<file path="src/rtl/bdpsk_pkg.sv">
// Shared BDPSK definitions: sample/carrier geometry, receiver states, sample format helper.
package bdpsk_pkg;

  localparam int unsigned DW          = 8;
  localparam int unsigned CARRIER_LEN = 128;
  localparam int unsigned WIN_LEN     = 64;

  localparam int unsigned PW     = 2 * DW;
  localparam int unsigned ACC_W  = PW + $clog2(WIN_LEN);
  localparam int unsigned PTR_W  = $clog2(CARRIER_LEN);
  localparam int unsigned FILL_W = $clog2(CARRIER_LEN + 1);
  localparam int unsigned WIN_W  = $clog2(WIN_LEN);

  typedef enum logic [1:0] {
    FILL  = 2'd0,
    RUN   = 2'd1,
    BLANK = 2'd2
  } state_t;

  // Offset-binary (mid-scale = 0) to two's complement: invert the MSB.
  function automatic logic signed [DW-1:0] offset_to_signed(input logic [DW-1:0] x);
    return {~x[DW-1], x[DW-2:0]};
  endfunction

endpackage

</file>
<file path="src/rtl/bdpsk_decoder_sample_delay_line.sv">
// One-carrier-period sample delay: circular buffer with registered read-before-write.
module sample_delay_line
  import bdpsk_pkg::*;
(
  input  logic                 clk,
  input  logic                 reset_n,
  input  logic signed [DW-1:0] din,
  output logic signed [DW-1:0] dout
);

  logic signed [DW-1:0] mem [CARRIER_LEN];
  logic [PTR_W-1:0]     ptr;

  always_ff @(posedge clk or negedge reset_n) begin
    if (!reset_n) begin
      ptr <= '0;
    end else if (ptr == PTR_W'(CARRIER_LEN - 1)) begin
      ptr <= '0;
    end else begin
      ptr <= ptr + PTR_W'(1);
    end
  end

  // dout returns the sample written to this slot CARRIER_LEN clocks earlier.
  always_ff @(posedge clk) begin
    mem[ptr] <= din;
    dout     <= mem[ptr];
  end

endmodule

</file>
<file path="src/rtl/bdpsk_decoder.sv">
// BDPSK receiver: delay-and-multiply detection, windowed integrate-and-dump,
// reversal thresholding with post-detection blanking.
module bdpsk_decoder
  import bdpsk_pkg::*;
#(
  parameter int   THRESH    = 131072,
  parameter int   BLANK_WIN = 2,
  parameter logic DATA_INIT = 1'b0
) (
  input  logic          clk,
  input  logic          reset_n,
  input  logic [DW-1:0] adc_data,
  output logic          clk_AD,
  output logic          dataout,
  output logic          rev_pulse,
  output logic          locked
);

  localparam int unsigned BLK_W = (BLANK_WIN < 2) ? 1 : $clog2(BLANK_WIN + 1);
  localparam logic signed [ACC_W-1:0] NEG_THRESH = ACC_W'(-THRESH);
  localparam state_t POST_REV = (BLANK_WIN == 0) ? RUN : BLANK;

  state_t                   state_q, state_d;
  logic [FILL_W-1:0]        fill_q, fill_d;
  logic [WIN_W-1:0]         win_q, win_d;
  logic [BLK_W-1:0]         blank_q, blank_d;
  logic signed [ACC_W-1:0]  acc_q, acc_d, acc_add;
  logic                     dout_d, pulse_d;
  logic signed [DW-1:0]     s_q, d_del;
  logic signed [PW-1:0]     prod;
  logic                     is_dump;

  assign clk_AD = clk;

  sample_delay_line u_delay (
    .clk     (clk),
    .reset_n (reset_n),
    .din     (offset_to_signed(adc_data)),
    .dout    (d_del)
  );

  // s_q and d_del are both one register past the ADC, so they stay aligned.
  assign prod    = PW'(s_q) * PW'(d_del);
  assign is_dump = (win_q == WIN_W'(WIN_LEN - 1));
  assign acc_add = (win_q == '0) ? ACC_W'(prod) : acc_q + ACC_W'(prod);

  always_comb begin
    state_d = state_q;
    fill_d  = fill_q;
    win_d   = win_q;
    blank_d = blank_q;
    acc_d   = acc_q;
    dout_d  = dataout;
    pulse_d = 1'b0;
    unique case (state_q)
      FILL: begin
        acc_d = '0;
        win_d = '0;
        if (fill_q == FILL_W'(CARRIER_LEN)) begin
          state_d = RUN;
        end else begin
          fill_d = fill_q + FILL_W'(1);
        end
      end
      RUN, BLANK: begin
        acc_d = acc_add;
        win_d = is_dump ? '0 : win_q + WIN_W'(1);
        if (is_dump) begin
          if (state_q == RUN) begin
            if (acc_add < NEG_THRESH) begin
              dout_d  = ~dataout;
              pulse_d = 1'b1;
              state_d = POST_REV;
              blank_d = BLK_W'(BLANK_WIN);
            end
          end else begin
            // Blanked dump: count it off, resume comparing after the last one.
            blank_d = blank_q - BLK_W'(1);
            if (blank_q <= BLK_W'(1)) begin
              state_d = RUN;
            end
          end
        end
      end
      default: state_d = FILL;
    endcase
  end

  always_ff @(posedge clk or negedge reset_n) begin
    if (!reset_n) begin
      state_q   <= FILL;
      fill_q    <= '0;
      win_q     <= '0;
      blank_q   <= '0;
      acc_q     <= '0;
      s_q       <= '0;
      dataout   <= DATA_INIT;
      rev_pulse <= 1'b0;
      locked    <= 1'b0;
    end else begin
      state_q   <= state_d;
      fill_q    <= fill_d;
      win_q     <= win_d;
      blank_q   <= blank_d;
      acc_q     <= acc_d;
      s_q       <= offset_to_signed(adc_data);
      dataout   <= dout_d;
      rev_pulse <= pulse_d;
      locked    <= (state_d != FILL);
    end
  end

endmodule

</file>
<file path="config.mk">
export PLATFORM = sky130hd
export DESIGN_NAME = bdpsk_decoder
export DESIGN_NICKNAME = d
export VERILOG_FILES = /design/src/rtl/bdpsk_pkg.sv /design/src/rtl/bdpsk_decoder_sample_delay_line.sv /design/src/rtl/bdpsk_decoder.sv
export SDC_FILE = /design/constraint.sdc
export NUM_CORES = 1
export LEC_CHECK = 0
export ABC_AREA = 1
export CORE_AREA = 2 2 268 270
export CTS_CLUSTER_DIAMETER = 30
export DETAILED_ROUTE_END_ITERATION = 10
export DIE_AREA = 0 0 270 272
export PLACE_DENSITY_LB_ADDON = 0.2
export SETUP_SLACK_MARGIN = 0.4
export SYNTH_ARGS = -nofsm -noshare
export SYNTH_HDL_FRONTEND = slang
export SYNTH_SLANG_ARGS = --single-unit
</file>
<file path="constraint.sdc">
create_clock -name clk -period 12.64 [get_ports clk]
set_input_delay 1.264 -clock clk [delete_from_list [all_inputs] [get_ports clk]]
set_output_delay 1.264 -clock clk [all_outputs]
set_load 0.005 [all_outputs]
</file>
After elaboration in Yosys (flattened, before gate mapping)
Memories as Yosys holds them, arrays and structs flattened. A register that Yosys moved wholly into a read port is not among the register bits.
Cells that the tools add are included.

word-level totals
  memory bits (writable) = 1024
  register bits = 58
  output and inout bits = 4
  memories kept = 1
  bits of input ports = 10
  logic and storage cells = 53

cells by class
  equal/unequal tests = 6
  $lt $le $gt $ge = 2
  $add $sub $neg = 5
  bitwise logic cells = 3
  $mul = 1
  multiplexer cells = 17
  reductions and logical operators = 8

memories
  memory       depth  bits a word  read ports  clocked after memory_dff  wr ports  line                                   RTL
  u_delay.mem  128    8            1           1                         1         bdpsk_decoder_sample_delay_line.sv:11  logic signed [DW-1:0] mem [CARRIER_LEN];

operators by type and width
  kind                                                                     count
  22-bit one-hot mux with 2 select lines                                   1
  22-bit by 16-bit adder with 22-bit output                                1
  22-bit by 18-bit < comparator with 1-bit output (second input constant)  1
  22-bit two-way mux                                                       1
  8-bit by 8-bit multiplier with 16-bit output                             1
  2-bit two-way mux                                                        7
  6-bit one-hot mux with 2 select lines                                    1
  8-bit by 1-bit adder with 8-bit output (second input constant)           1
  8-bit == test (second input constant)                                    1
  7-bit by 1-bit adder with 7-bit output (second input constant)           1
  7-bit == test (second input constant)                                    1
  7-bit two-way mux                                                        1
  6-bit by 1-bit adder with 6-bit output (second input constant)           1
  6-bit == test (second input constant)                                    1
  6-bit zero test                                                          1
  6-bit two-way mux                                                        1
  1-bit two-way mux                                                        4
  2-bit one-hot mux with 2 select lines                                    1
  4-bit AND reduction                                                      1
  2-bit nonzero test                                                       2
  1-bit NOT                                                                3
  3-bit AND reduction                                                      1
  2-bit by 1-bit == test with 1-bit output (second input constant)         1
  2-bit == test (second input constant)                                    1
  6 further kinds                                                          6

Depth between registers and ports, before layout
Gate-level depths: netlist of run 1.

  word-level depth = 9
  depth in mapped cells = 39
  mapped depth without buffers = 38

Modules after synthesis
A second synthesis of run 1 with hierarchy kept.

unflattened totals
  cell total of the unflattened synthesis = 5350
  area total of the unflattened synthesis = 50805.0 um^2

by module, submodules not included
  module             times used  cells each  seq. area each (um^2)  area an instance (um^2)
  sample_delay_line  1           4408        31084.8                44194.9
  bdpsk_decoder      1           942         1276.2                 6610.1

==> results of run 1 <==
-- through the flow --
step / instances / utilization, % / hold slack, ns / worst slack, ns
6_report: 4603 / 73.49 / 0.4898 / 4.360
5_1_grt: 4603 / 73.49 / 0.5116 / 4.348
4_1_cts: 4603 / 73.49 / 0.4924 / 4.350
3_5_place_dp: 4291 / 65.44 / 0.4736 / 4.642
3_3_place_gp: 4291 / 65.44 / 0.4596 / 4.642
2_1_floorplan: 3448 / - / 0.4460 / 4.945
-- placed cells by master, fill, tap and decap left out, types with 11 or more instances in the layout --
cell	instances
clkinv_2	17
clkinv_4	11
nand2_1	824
buf_4	42
bufinv_16	14
clkinvlp_4	19
inv_1	299
a21oi_1	65
a22o_1	50
nand3_1	79
a22oi_1	148
and3_1	11
clkbuf_1	22
a221oi_1	68
inv_6	16
o21ai_0	43
clkbuf_16	173
dfrtp_1	58
o2bb2ai_1	14
fa_1	56
nor2_1	206
a221oi_2	32
edfxtp_1	1024
xor2_1	21
ha_1	60
clkinv_1	26
nand4_1	134
-- cells by family (layout without fill, tap and decap cells) --
| logic type | count (synthesis) | after routing |
|---|---|---|
| simple gates | 1286 | 1286 |
| flops | 1090 | 1090 |
| buf+inv | 467 | 672 |
| compound gates | 458 | 458 |
| fa+ha+maj | 116 | 116 |
| xor+xnor | 31 | 31 |
-- final cells by class --
type / instances / area, sq um
inverter: 312 / 1194
timing repair buffer: 47 / 360.3
tap: 950 / 1189
multi-input combinational: 1891 / 11180
clock buffer: 199 / 4463
sequential: 1090 / 32360
fill: 4370 / 18760
clock inverter: 114 / 1242
-- worst max-delay path, cell delays in order --
cell             delay (ns)
clkbuf_16              0.12
clkbuf_16              0.13
clkdlybuf4s50_1        0.45
-- where the power goes --
group          switching, mW  internal (mW)  total (mW)
sequential           0.00344           3.95        3.96
clock                   1.72           2.86        4.58
combinational          0.390          0.174       0.564
total                   2.12           6.98        9.10
-- how the worst max path moves through the flow --
| stage | start | to | slack, ns |
|---|---|---|---|
| detailed placement | clk | clk_AD | 4.64 |
| floorplan | clk | clk_AD | 4.95 |
| CTS | clk | clk_AD | 4.35 |
| global placement | clk | clk_AD | 4.64 |
| finish | clk | clk_AD | 4.36 |
| global route | clk | clk_AD | 4.35 |
-- sequential cells by signal, summed over array words and instances (netlist names) --
name and cells:
acc_q 22, blank_q 2, dataout 1, fill_q 8, locked 1, rev_pulse 1
s_q 8, state_q 2, u_delay.dout 8, u_delay.mem 1024, u_delay.ptr 7, win_q 6
-- layer usage --
layer / global-route usage (%) / routed length (microns) / share of wire (%) / vias to the layer above
li1: - / - / - / 12630
met1: 42.93 / 43410 / 37 / 14260
met2: 52.56 / 56690 / 48 / 1939
met3: 6.065 / 12150 / 10 / 363
met4: 15.48 / 5445 / 4.6 / 0
met5: 0 / 0 / 0 / -
==> metrics.md, run 1 <==
| Metric | Value |
|---|---|
| Worst setup EP type | `output pin` |
| Grt total ovfl | `0` |
| Mean area per synthesized cell | `13.23 sq um` |
| Post-Synthesis Cells | `3448` |
| Number of top-level pins | `14` |
| Drt total wl | `117700 microns` |
| Sequential fraction of the synthesis area | `70.94%` |
| Die Y | `272 microns` |
| FP Rows | `98` |
| Slew Viols, Final | `0` |
| Post-synth EDFFs | `1024` |
| Via count | `29.19k` |
| Final-stage net count | `3640` |
| Vias in the first global route | `29.51k` |
| Synth Area in Compound Gates | `7.889%` |
| RR Startpoint | `u_delay.dout[2]` |
| Total track usage | `32.39%` |
| Async SR Flop Fraction | `5.321%` |
| Clk_skew | `0.05419 ns` |
| Routability Congestion | `0.9041` |
| Worst setup SP type | `clock port` |
| Top cell type's share of synthesized area | `67.41%` |
| Postcts setup bufs | `0` |
| Slew margin rel. | `29.52%` |
| WHS Endpoint | `fill_q[7]` |
| Synth top area cells | `edfxtp_1, nand2_1, dfrtp_1` |
| Largest net degree at the start of global routing | `93` |
| RSZ-0062 raised after global routing | `no` |
| Sum Neg Setup Slack | `0 ns` |
| Yosys warns | `0` |
| Post-DR wirelength/cell | `25.57 microns` |
| Final setup viols | `0` |
| Mapped Area | `45620 sq um` |
| HP Start | `fill_q[7]` |
| Most frequent cells after synthesis | `edfxtp_1, nand2_1, inv_1` |
| Status | `complete, no violations` |
| Post-synthesis xor/xnor area fraction | `0.5952%` |
| Synth area leader | `edfxtp_1` |
| Die area | `73440 sq um` |
| Post-route DRC | `0` |
| Mux share of post-synthesis cell area | `0%` |
| Clock latency on the worst-skew pair | `0.88 ns` |
| Clock Pin Slew Worst Setup and Hold Paths | `0.05 ns` |
| Core footprint | `70750 sq um` |
| CTS Hold Buffers Added | `0` |
| Leakage power | `18.88 nW` |
| #FFs+latches synth | `1090` |
| R2R setup slack | `6.34 ns` |
| I/O Buffers | `13` |
| Initial Util | `64.47%` |
| Area grow syn2layout | `13.98%` |
| Worst r2r path cells | `34` |
| Initial antenna violation count | `1` |
| WP data arrival | `7.02 ns` |
| Ratio of cells with drive above 1 in the final layout | `10.07%` |
| Endpoints failing hold | `0` |
| First-pass GRT wire length | `177000 microns` |
| Synthesized Nets | `3574` |
| Antenna Diode Count | `0` |
| Cell Area, Placed | `46300 sq um` |
| Top FF cell, synth | `edfxtp_1` |
| Post-synthesis simple-gate area fraction | `11.90%` |
| RR Endpoint | `locked` |
| CP Max Fanout | `2` |
| Critical path type | `clk -> out` |
| Cell variety after synth | `51` |
| Post-DRT Antenna Nets | `0` |
| Top-count cell post-synth | `edfxtp_1` |
| Max cap viols | `0` |
| Largest family of logic cells by synthesized area | `simple AND/OR/NAND/NOR gates` |
| Area share of fa/ha/maj cells after synthesis | `4.103%` |
| Hold Path Depth | `1` |
| DIE WIDTH | `270 microns` |
| DR iter-0 viols | `3950` |
| CP Data Required Time | `11.38 ns` |
| Power density cells | `175.0 nW/um^2` |
| Number of gates resized after cts | `0` |
| Hold crit path type | `reg -> reg` |
| Via density | `6.342` |
| DP HPWL | `67690 microns` |
| DR pass1 iterations | `7` |
| Final Cell Area | `51990 sq um` |
| Worst slew pin tran | `1.057 ns` |
| TritonCTS clock tree | `built` |
| VDD IR max | `170.4 uV` |
| Final Power | `9.100 mW` |
Power figures use the tool's default switching activity.
==> run 2: changes to the inputs <==
--- a/config.mk
+++ b/config.mk
@@ -6,10 +6,10 @@
 export NUM_CORES = 1
 export LEC_CHECK = 0
 export ABC_AREA = 1
-export CORE_AREA = 2 2 268 270
+export CORE_AREA = 2 2 286 288
 export CTS_CLUSTER_DIAMETER = 30
 export DETAILED_ROUTE_END_ITERATION = 10
-export DIE_AREA = 0 0 270 272
+export DIE_AREA = 0 0 288 290
 export PLACE_DENSITY_LB_ADDON = 0.2
 export SETUP_SLACK_MARGIN = 0.4
 export SYNTH_ARGS = -nofsm -noshare
==> constraint.sdc (replaced) <==
create_clock -name clk -period 7.55 [get_ports clk]
set_input_delay 0.755 -clock clk [delete_from_list [all_inputs] [get_ports clk]]
set_output_delay 0.755 -clock clk [all_outputs]
set_load 0.005 [all_outputs]
==> run 2 against run 1 <==
Cell area is 2.4% higher. Clock skew is 0.018 ns higher. Sequential power is 67% higher. Critical path type is now reg -> reg. Largest cell class unchanged. Largest power group unchanged. Highest routed layer is now met5.
==> metrics.md, run 2 (synthesis gave the netlist of run 1 again) <==
| Metric | Value |
|---|---|
| Die area | `83520 sq um` |
| RSZ-0062 raised after global routing | `no` |
| Worst Setup SP | `u_delay.dout[2]` |
| Antenna Diode Count | `0` |
| RR Startpoint | `u_delay.dout[2]` |
| CTS Hold Buffers Added | `0` |
| Crit share post-route | `82.04%` |
| Post-route DRC | `0` |
| Drt total wl | `118600 microns` |
| DIE WIDTH | `288 microns` |
| Total track usage | `28.90%` |
| Multi-input logic area | `11180 sq um` |
| Via count | `28.76k` |
| Routability Congestion | `0.8852` |
| Buf/Inv on CP | `5` |
| Worst slew pin tran | `1.153 ns` |
| Max frequency | `161.4 MHz` |
| Top Registers | `u_delay.mem: 1024 flops, acc_q: 22 flops` |
| Max reg flops | `1024` |
| Leakage power | `19.41 nW` |
| FP Rows | `104` |
| Clock latency on the worst-skew pair | `0.89 ns` |
| Commonest non-fill, non-tap cell in the layout | `edfxtp_1` |
| Post-DRT Antenna Nets | `0` |
| Slew margin rel. | `23.17%` |
| Ratio of cells with drive above 1 in the final layout | `11.11%` |
| Slew Viols, Final | `0` |
| Final Core Density | `66.43%` |
| Sum Neg Setup Slack | `0 ns` |
| Crit path max-delay family | `adder cells` |
| Clk_skew | `0.07213 ns` |
| Final Hold Slack | `0.04815 ns` |
| WP data arrival | `6.95 ns` |
| TritonCTS clock tree | `built` |
| Max cap viols | `0` |
| Critical path type | `reg -> reg` |
| Number of gates resized after cts | `0` |
| Vias in the first global route | `28.91k` |
| Largest net degree at the start of global routing | `129` |
| Fill cells | `5588` |
| Postcts setup bufs | `0` |
| CP max-delay cell | `fa_1` |
| Die Y | `290 microns` |
| Worst path most repeated cell | `nand2_1` |
| Endpoints failing hold | `0` |
| Status | `complete, no violations` |
| Number of top-level pins | `14` |
| Area grow syn2layout | `16.73%` |
| Worst setup SP type | `flip-flop` |
| Initial Util | `56.91%` |
| DP HPWL | `67800 microns` |
| Final min period | `6.194 ns` |
| Hold crit path type | `in -> async` |
| Final-stage net count | `3660` |
| Register area | `32360 sq um` |
| Worst setup EP type | `flip-flop` |
| CP Max Fanout | `8` |
| Power density cells | `308.5 nW/um^2` |
| Initial antenna violation count | `2` |
| Grt total ovfl | `0` |
| DR pass1 iterations | `6` |
| Core footprint | `80160 sq um` |
| Register bank with the most flops | `u_delay.mem` |
| Crit-path max cell delay | `0.73 ns` |
| Post-DR wirelength/cell | `24.92 microns` |
| Clock Pin Slew Worst Setup and Hold Paths | `0.05 ns` |
| VDD IR max | `273.5 uV` |
| Commonest cells after routing, fill and taps aside | `edfxtp_1, nand2_1, inv_1, nor2_1, clkbuf_16` |
| DR iter-0 viols | `3800` |
| Via density | `6.044` |
| I/O Buffers | `13` |
| Final setup viols | `0` |
| CP Data Required Time | `8.31 ns` |
| First-pass GRT wire length | `179000 microns` |
## run 2: final timing paths
check | to | slack, ns | depth (start not counted)
setup / recovery | locked | 1.36 | 34
hold / removal | s_q[3] | 0.05 | 2
setup reg to reg | locked | 1.36 | 34
hold reg to reg | acc_q[13] | 0.48 | 2
max in group asynchronous | acc_q[6] | 6.88 | 2
min in group clk | s_q[1] | 0.34 | 1
## run 2: power by group
| part | leakage [nW] | switching (mW) | total (mW) | internal (mW) |
|---|---|---|---|---|
| logic | 6.13 | 0.643 | 0.935 | 0.292 |
| clock network | 3.24 | 3.02 | 8.86 | 5.84 |
| registers | 10.0 | 0.00578 | 6.63 | 6.62 |
## run 2: area by class of cell
type,count,share of cell area (%)
clock buffers,214,9.209
clock inverters,144,3.487
inverters,312,2.242
multi-input cells,1891,21.00
flip-flops and latches,1090,60.77
well taps,1060,2.491
repair buffers,47,0.7942
## run 2: worst reg2reg max path, delay by kind of cell (launching register included)
family                   cells  cell delay, ns
buffers and inverters        5            0.38
adder cells (fa/ha/maj)      6            2.99
AND/OR/NAND/NOR             23            2.27
flip-flops                   1            0.47
## run 2: layer usage
layer	track usage [%]	part of all wire [%]	vias to the layer above
met1	39.16	39	14240
li1	-	-	12690
met3	5.943	9.4	289
met4	12.46	4.0	2
met5	0	0.011	-
met2	45.68	48	1538
## run 2: metrics by stage
stage / setup WS, ns / instance area (sq um) / std cells / total power, mW
after floorplan: 1.978 / 45620 / 3448 / 7.399
after global placement: 1.412 / 46500 / 4401 / 7.668
after detailed placement: 1.304 / 46500 / 4401 / 7.688
after CTS: 1.336 / 53250 / 4758 / 16.48
after global routing: 0.7806 / 53250 / 4758 / 16.90
final: 1.356 / 53250 / 4758 / 16.43
